==> src/rtl/serial_addsub_ctrl.sv <==
// Nibble-serial add/subtract sequencer. Drives one shared 4-bit
// adder/subtractor datapath once per nibble (LSB nibble first), keeps the
// inter-nibble carry in a register, and returns sum/carry/overflow/zero
// over a valid/ready response port.
//
// Handshake: a transfer happens on a rising clk edge where valid and ready
// are both high. Requests are taken only in IDLE (req_ready=1). The response
// is presented in DONE (rsp_valid=1) and held stable until rsp_ready is seen.
module serial_addsub_ctrl #(
    parameter int NIBBLES = 4
) (
    input  logic                 clk,
    input  logic                 rst,
    input  logic                 req_valid,
    output logic                 req_ready,
    input  logic                 req_sub,
    input  logic [4*NIBBLES-1:0] req_a,
    input  logic [4*NIBBLES-1:0] req_b,
    output logic                 rsp_valid,
    input  logic                 rsp_ready,
    output logic [4*NIBBLES-1:0] rsp_sum,
    output logic                 rsp_cout,
    output logic                 rsp_ovf,
    output logic                 rsp_zero,
    output logic [3:0]           dp_a,
    output logic [3:0]           dp_b,
    output logic                 dp_sub,
    output logic                 dp_cin,
    input  logic [3:0]           dp_sum,
    input  logic                 dp_cout,
    output logic [1:0]           dbg_state
);

    localparam int W     = 4 * NIBBLES;
    localparam int IDX_W = (NIBBLES > 1) ? $clog2(NIBBLES) : 1;
    localparam logic [IDX_W-1:0] LAST_IDX = IDX_W'(NIBBLES - 1);

    typedef enum logic [1:0] {
        S_IDLE = 2'd0,
        S_RUN  = 2'd1,
        S_DONE = 2'd2
    } state_t;

    state_t             state_q, state_d;
    logic [W-1:0]       a_q, a_d;
    logic [W-1:0]       b_q, b_d;
    logic               sub_q, sub_d;
    logic               carry_q, carry_d;
    logic [IDX_W-1:0]   idx_q, idx_d;
    logic [W-1:0]       sum_q, sum_d;
    logic               msb_a_q, msb_a_d;
    logic               msb_b_q, msb_b_d;
    logic               rsp_cout_q, rsp_cout_d;
    logic               rsp_ovf_q, rsp_ovf_d;
    logic               rsp_zero_q, rsp_zero_d;

    logic               last_nibble;
    logic [3:0]         a_nib;
    logic [3:0]         b_nib;
    logic [W-1:0]       sum_merged;

    assign last_nibble = (idx_q == LAST_IDX);

    // Select the current operand nibbles and merge the datapath result into the sum
    always_comb begin
        a_nib      = '0;
        b_nib      = '0;
        sum_merged = sum_q;
        for (int i = 0; i < NIBBLES; i++) begin
            if (idx_q == IDX_W'(i)) begin
                a_nib                 = a_q[4*i +: 4];
                b_nib                 = b_q[4*i +: 4];
                sum_merged[4*i +: 4]  = dp_sum;
            end
        end
    end

    // FSM state register
    always_ff @(posedge clk) begin
        if (rst) begin
            state_q <= S_IDLE;
        end else begin
            state_q <= state_d;
        end
    end

    // FSM next-state logic: RUN lasts exactly NIBBLES cycles
    always_comb begin
        state_d = state_q;
        case (state_q)
            S_IDLE:  if (req_valid)   state_d = S_RUN;
            S_RUN:   if (last_nibble) state_d = S_DONE;
            S_DONE:  if (rsp_ready)   state_d = S_IDLE;
            default:                  state_d = S_IDLE;
        endcase
    end

    // FSM outputs: handshake flags and datapath drive (zero outside RUN)
    always_comb begin
        req_ready = (state_q == S_IDLE);
        rsp_valid = (state_q == S_DONE);
        dp_a      = '0;
        dp_b      = '0;
        dp_sub    = 1'b0;
        dp_cin    = 1'b0;
        if (state_q == S_RUN) begin
            dp_a   = a_nib;
            dp_b   = b_nib;
            dp_sub = sub_q;
            dp_cin = carry_q;
        end
    end

    // Operand capture, per-nibble accumulation and final flag computation
    always_comb begin
        a_d        = a_q;
        b_d        = b_q;
        sub_d      = sub_q;
        carry_d    = carry_q;
        idx_d      = idx_q;
        sum_d      = sum_q;
        msb_a_d    = msb_a_q;
        msb_b_d    = msb_b_q;
        rsp_cout_d = rsp_cout_q;
        rsp_ovf_d  = rsp_ovf_q;
        rsp_zero_d = rsp_zero_q;
        case (state_q)
            S_IDLE: begin
                if (req_valid) begin
                    a_d     = req_a;
                    b_d     = req_b;
                    sub_d   = req_sub;
                    // Subtraction is A + ~B + 1: the +1 enters as the first carry.
                    carry_d = req_sub;
                    idx_d   = '0;
                    msb_a_d = req_a[W-1];
                    msb_b_d = req_b[W-1];
                end
            end
            S_RUN: begin
                sum_d   = sum_merged;
                carry_d = dp_cout;
                if (last_nibble) begin
                    idx_d      = '0;
                    rsp_cout_d = dp_cout;
                    // Overflow: effective operand signs agree but result sign differs.
                    rsp_ovf_d  = (msb_a_q == (msb_b_q ^ sub_q)) && (dp_sum[3] != msb_a_q);
                    rsp_zero_d = (sum_merged == '0);
                end else begin
                    idx_d = idx_q + IDX_W'(1);
                end
            end
            default: ;
        endcase
    end

    // Datapath registers
    always_ff @(posedge clk) begin
        if (rst) begin
            a_q        <= '0;
            b_q        <= '0;
            sub_q      <= 1'b0;
            carry_q    <= 1'b0;
            idx_q      <= '0;
            sum_q      <= '0;
            msb_a_q    <= 1'b0;
            msb_b_q    <= 1'b0;
            rsp_cout_q <= 1'b0;
            rsp_ovf_q  <= 1'b0;
            rsp_zero_q <= 1'b0;
        end else begin
            a_q        <= a_d;
            b_q        <= b_d;
            sub_q      <= sub_d;
            carry_q    <= carry_d;
            idx_q      <= idx_d;
            sum_q      <= sum_d;
            msb_a_q    <= msb_a_d;
            msb_b_q    <= msb_b_d;
            rsp_cout_q <= rsp_cout_d;
            rsp_ovf_q  <= rsp_ovf_d;
            rsp_zero_q <= rsp_zero_d;
        end
    end

    assign rsp_sum   = sum_q;
    assign rsp_cout  = rsp_cout_q;
    assign rsp_ovf   = rsp_ovf_q;
    assign rsp_zero  = rsp_zero_q;
    assign dbg_state = state_q;

endmodule

==> config.mk <==
export PLATFORM = sky130hd
export DESIGN_NAME = serial_addsub_ctrl
export DESIGN_NICKNAME = d
export VERILOG_FILES = /design/src/rtl/serial_addsub_ctrl.sv
export SDC_FILE = /design/constraint.sdc
export NUM_CORES = 1
export LEC_CHECK = 0
export ABC_CLOCK_PERIOD_IN_PS = 1600
export CORE_UTILIZATION = 42
export DETAILED_ROUTE_END_ITERATION = 10
export PLACE_DENSITY = 0.75
export SLEW_MARGIN = 20
export SYNTH_ARGS = -nofsm -noshare
export SYNTH_HDL_FRONTEND = slang
export SYNTH_SLANG_ARGS = --single-unit
export TNS_END_PERCENT = 20
==> constraint.sdc <==
create_clock -name clk -period 1.6 [get_ports clk]
set_clock_uncertainty 0.15 [all_clocks]
set_input_delay 0.32 -clock clk [delete_from_list [all_inputs] [get_ports clk]]
set_output_delay 0.32 -clock clk [all_outputs]
set_load 0.1 [all_outputs]
==> results by stage <==
Status:
- The flow ran to the end, but the final reports show violations.
- The checks that failed: setup timing.

Synthesis:
- Sequential cells were found to cover 44.6% of the synthesized design area.
- A synthesized cell averages 7.82 sq um.
- In this run, synthesis produced a sequential element count of 57.
- The count of different cell masters after synthesis is 31.
- The number of instances in the synthesized netlist is 327.
- The Yosys step of the flow raised 0 warnings.
- Of all flip-flops after synthesis, the portion carrying an async set or reset was 0%.
- The predominant post-synthesis flop cell is sky130_fd_sc_hd__dfxtp_1.
- The number of nets in the synthesized netlist is 373.
- After synthesis the cells add up to 0.00256 sq mm.
- The synthesized design contains 0 enable-type register cells.

STA:
- Setup repair after global routing could not meet its margin everywhere.
- The final-report hold violation count is 0.
- In the post-route analysis, the smallest setup slack over all paths is -0.694 ns.
- Setup violations remaining at the end of the flow were counted as 15.
- For this run, the top clock speed supported by timing is 436 MHz.
- The portion of the clock cycle consumed by the worst path in the final layout is 143%.
- Across all hold checks on the routed design, the worst slack comes to 0.236 ns.
- The routed design could run at a clock period as short as 2.29 ns.
- At the pin with the least slew margin, the transition time is 0.351 ns.
- The max-slew violation total from the final report is 0.
- The tightest slew margin relative to the limit is 76.4%.
- The sum of negative setup slack is -6.38 ns.

Detailed routing:
- The total DRC errors in the routed layout is 0.
- After detailed routing, the number of vias per cell comes to 5.35.
- The number of routed nets with antenna violations is 0.
- The total vias in the final route is 2714.
- The average routed wire per standard cell is 15.6 microns.
- The number of iterations in the first detailed-routing pass is 4.
- The initial DRC count is 164.
- Wires add up to 7.92 mm.

Critical path:
- The worst register-to-register path begins at idx_q[0]$_SDFFE_PP0P_.
- Traced cell by cell, the critical path runs through ha_4 > or3b_4 > buf_8 > o21ai_4 > buf_12.
- The worst setup path is of the reg2out kind.
- The setup slack of the most critical reg-to-reg path is -0.28 ns.
- The worst-case reg-to-reg path depth is 9.
- The nature of the critical path startpoint is a flop.
- Together, buffers and inverters on the worst path number 2.
- The cell with the biggest individual delay on the critical path is sky130_fd_sc_hd__or3b_4.
- The capturing point of the worst reg2reg path is rsp_zero$_SDFFE_PP0P_.
- The stage delay of the slowest cell on the critical path is 0.41 ns.
- On the critical path the largest part of the delay comes from simple AND/OR/NAND/NOR gates.
- STA classifies the critical path endpoint as a primary output.
- The required time of the worst setup path is 1.13 ns.
- Of all nets on the critical path, the largest fanout is 5.
- The arrival time of data at the critical path endpoint is 1.82 ns.

Floorplan:
- The die is 80.0 microns tall.
- The effective utilization at floorplan is 43.4%.
- The initialized floorplan defines 28 standard-cell rows.
- In this run the horizontal extent of the chip is 80.0 microns.
- The full die area is 0.00640 sq mm.
- The total I/O pin count is 75.
- The floorplan step defined a core boundary enclosing 0.00589 sq mm.

Power:
- The cell area power density is 866 mW/mm^2.
- VDD sags by at most 670 uV.
- The total power of the final layout is 3860 uW.
- The leakage power figure is 0.00174 uW.

GRT:
- The met2 usage is 42.5%.
- Entering global routing, the biggest net connects 41 pins.
- Global routing consumed, on the met1 layer, 28.7% of the routing resources.
- The number of global-route vias before repair is 2627.
- The first global-routing pass estimated 12.1 mm of wire.
- For this run, global-route usage on met3 was measured as 8.23%.
- The total global-route track usage is 25.1%.
- After global routing, the most crowded layer is met2.
- The number of antenna violations at the first check in global routing was 0.
- The leftover overflow at the end of global routing is 0.

CTS:
- The total number of clock tree sinks is 57.
- The clock slew seen by the registers of the worst setup and hold paths is 0.06 ns.
- Clock tree synthesis selected as its root buffer the cell sky130_fd_sc_hd__clkbuf_8.
- The number of buffers inserted by hold repair at cts is 0.
- TritonCTS built the clock tree.
- The count of H-tree levels built during CTS is 3.
- Counting along the longest clock path gives a buffer depth of 2.
- The number of buffers created by CTS is 9.
- The later pin in the worst-skew pair is clocked with a latency of 0.35 ns.

Final layout:
- The repair_antennas step left the layout with diodes totalling 0.
- Once layout is done, the placed cells without fillers occupy 0.00446 sq mm.
- The final layout net count is 473.
- Of the cells placed in the final design, the portion with a size suffix greater than 1 is 30.6%.
- From synthesis to final layout, the design area changed by 74.4%.

Hold path:
- The hold path depth is 3.
- For hold timing, the worst endpoint is rsp_zero$_SDFFE_PP0P_.
- The worst hold path begins at rst.
- The worst hold path belongs to the class in2reg.

Placed design:
- The post-placement worst setup slack is -0.394 ns.
- Summed over all nets, the half-perimeter wirelength after detailed placement is 5.13 mm.
- Port buffering added 74 buffers.
- The cell area after placement is 0.00397 sq mm.
- The placer's final routability congestion estimate is 0.827.

Run:
- The number of max-cap violations is 0.
cell usage in the layout (no fill, tap or decap), drive strengths merged:
cell type / count
clkinv: 1
nand2b: 1
mux2i: 17
and3b: 1
bufinv: 1
ha: 4
nor3: 3
nor4: 4
and2b: 1
a21oi: 49
o21ai: 16
clkdlybuf4s50: 40
nand3: 13
nor2: 16
a211oi: 2
nor2b: 3
a21o: 1
nand2: 102
a31oi: 3
buf: 71
clkbuf: 14
or3b: 1
or2b: 1
and2: 3
xnor2: 1
nor3b: 2
inv: 3
o221ai: 1
dfxtp: 57
logic make-up after synthesis:
logic type                 count (synthesis)  synth area share (%)
DFF                                       57                  44.6
AOI/OAI and AO/OA                         72                  14.9
buffers and inverters                     25                  5.82
adders and majority gates                  4                  1.96
xor gates and xnor gates                   1                 0.343
muxes                                     17                  6.66
and+or+nand+nor                          151                  25.6
worst max path at each step:
| stage | endpoint | from | cells after the start | slack [ns] |
|---|---|---|---|---|
| 2_1_floorplan | dp_a[0] | dbg_state[0]$_SDFFE_PP0P_ | 3 | -0.53 |
| 3_3_place_gp | dp_a[3] | idx_q[0]$_SDFFE_PP0P_ | 5 | -0.32 |
| 3_5_place_dp | dp_b[0] | idx_q[1]$_SDFFE_PP0P_ | 8 | -0.39 |
| 4_1_cts | dp_b[0] | idx_q[0]$_SDFFE_PP0P_ | 5 | -0.68 |
| 5_1_grt | dp_b[0] | idx_q[0]$_SDFFE_PP0P_ | 8 | -0.73 |
| 6_report | dp_b[0] | idx_q[0]$_SDFFE_PP0P_ | 5 | -0.69 |
worst register-to-register path, stage by stage, from the launching register on:
cell	delay (ns)
sky130_fd_sc_hd__dfxtp_4	0.40
sky130_fd_sc_hd__inv_4	0.06
sky130_fd_sc_hd__ha_4	0.18
sky130_fd_sc_hd__buf_6	0.13
sky130_fd_sc_hd__buf_4	0.13
sky130_fd_sc_hd__buf_8	0.13
sky130_fd_sc_hd__a211oi_2	0.17
sky130_fd_sc_hd__a21oi_1	0.06
sky130_fd_sc_hd__nor4_1	0.27
sky130_fd_sc_hd__a21o_1	0.15
state kept, by name, indices dropped and copies added (netlist names):
signal	count
rsp_ovf	1
rsp_sum	16
b_q	16
carry_q	1
rsp_zero	1
idx_q	2
dbg_state	2
sub_q	1
rsp_cout	1
a_q	16
cells in the mapped netlist, types with 4 or more instances:
cell type	n	area [sq um]
sky130_fd_sc_hd__buf_6	4	45.0
sky130_fd_sc_hd__a21oi_1	49	245
sky130_fd_sc_hd__buf_4	4	30.0
sky130_fd_sc_hd__dfxtp_1	57	1140
sky130_fd_sc_hd__nand2_1	98	368
sky130_fd_sc_hd__mux2i_1	17	170
sky130_fd_sc_hd__nand2_2	4	25.0
sky130_fd_sc_hd__nand3_1	13	65.1
sky130_fd_sc_hd__o21ai_0	16	80.1
sky130_fd_sc_hd__ha_1	4	50.1
sky130_fd_sc_hd__nor4_1	4	25.0
sky130_fd_sc_hd__nor2_1	14	52.6
sky130_fd_sc_hd__buf_2	8	40.0
routing by layer:
layer,part of all wire [%],vias to the layer above
met2,49,114
met4,3.3,0
met5,0,-
met1,42,1270
li1,-,1301
met3,5.4,29
through the flow:
step,cells,util [%]
floorplan,327,-
global placement,486,67.4
detailed placement,486,67.4
CTS,503,71.9
global route,507,75.7
finish,507,75.7
layout make-up:
cell class	count	area, sq um
multi-input cells	245	1520
flip-flops and latches	57	1160
repair buffers	111	1460
clock buffers	14	173
inverters	3	16.3
clock inverters	2	35.0
fillers	383	1430
well taps	75	93.8
power breakdown:
group	switching, uW	internal (uW)
Clock	580	846
Combinational	484	405
Sequential	59.1	1490
timing repair:
action                                  in CTS  in global routing
endpoints found under the setup margin      19                 27
pin swaps                                    3                 10
buffers inserted                             1                  4
gates resized for setup                     16                 52
Note: power is estimated with default switching activity, not from simulation.
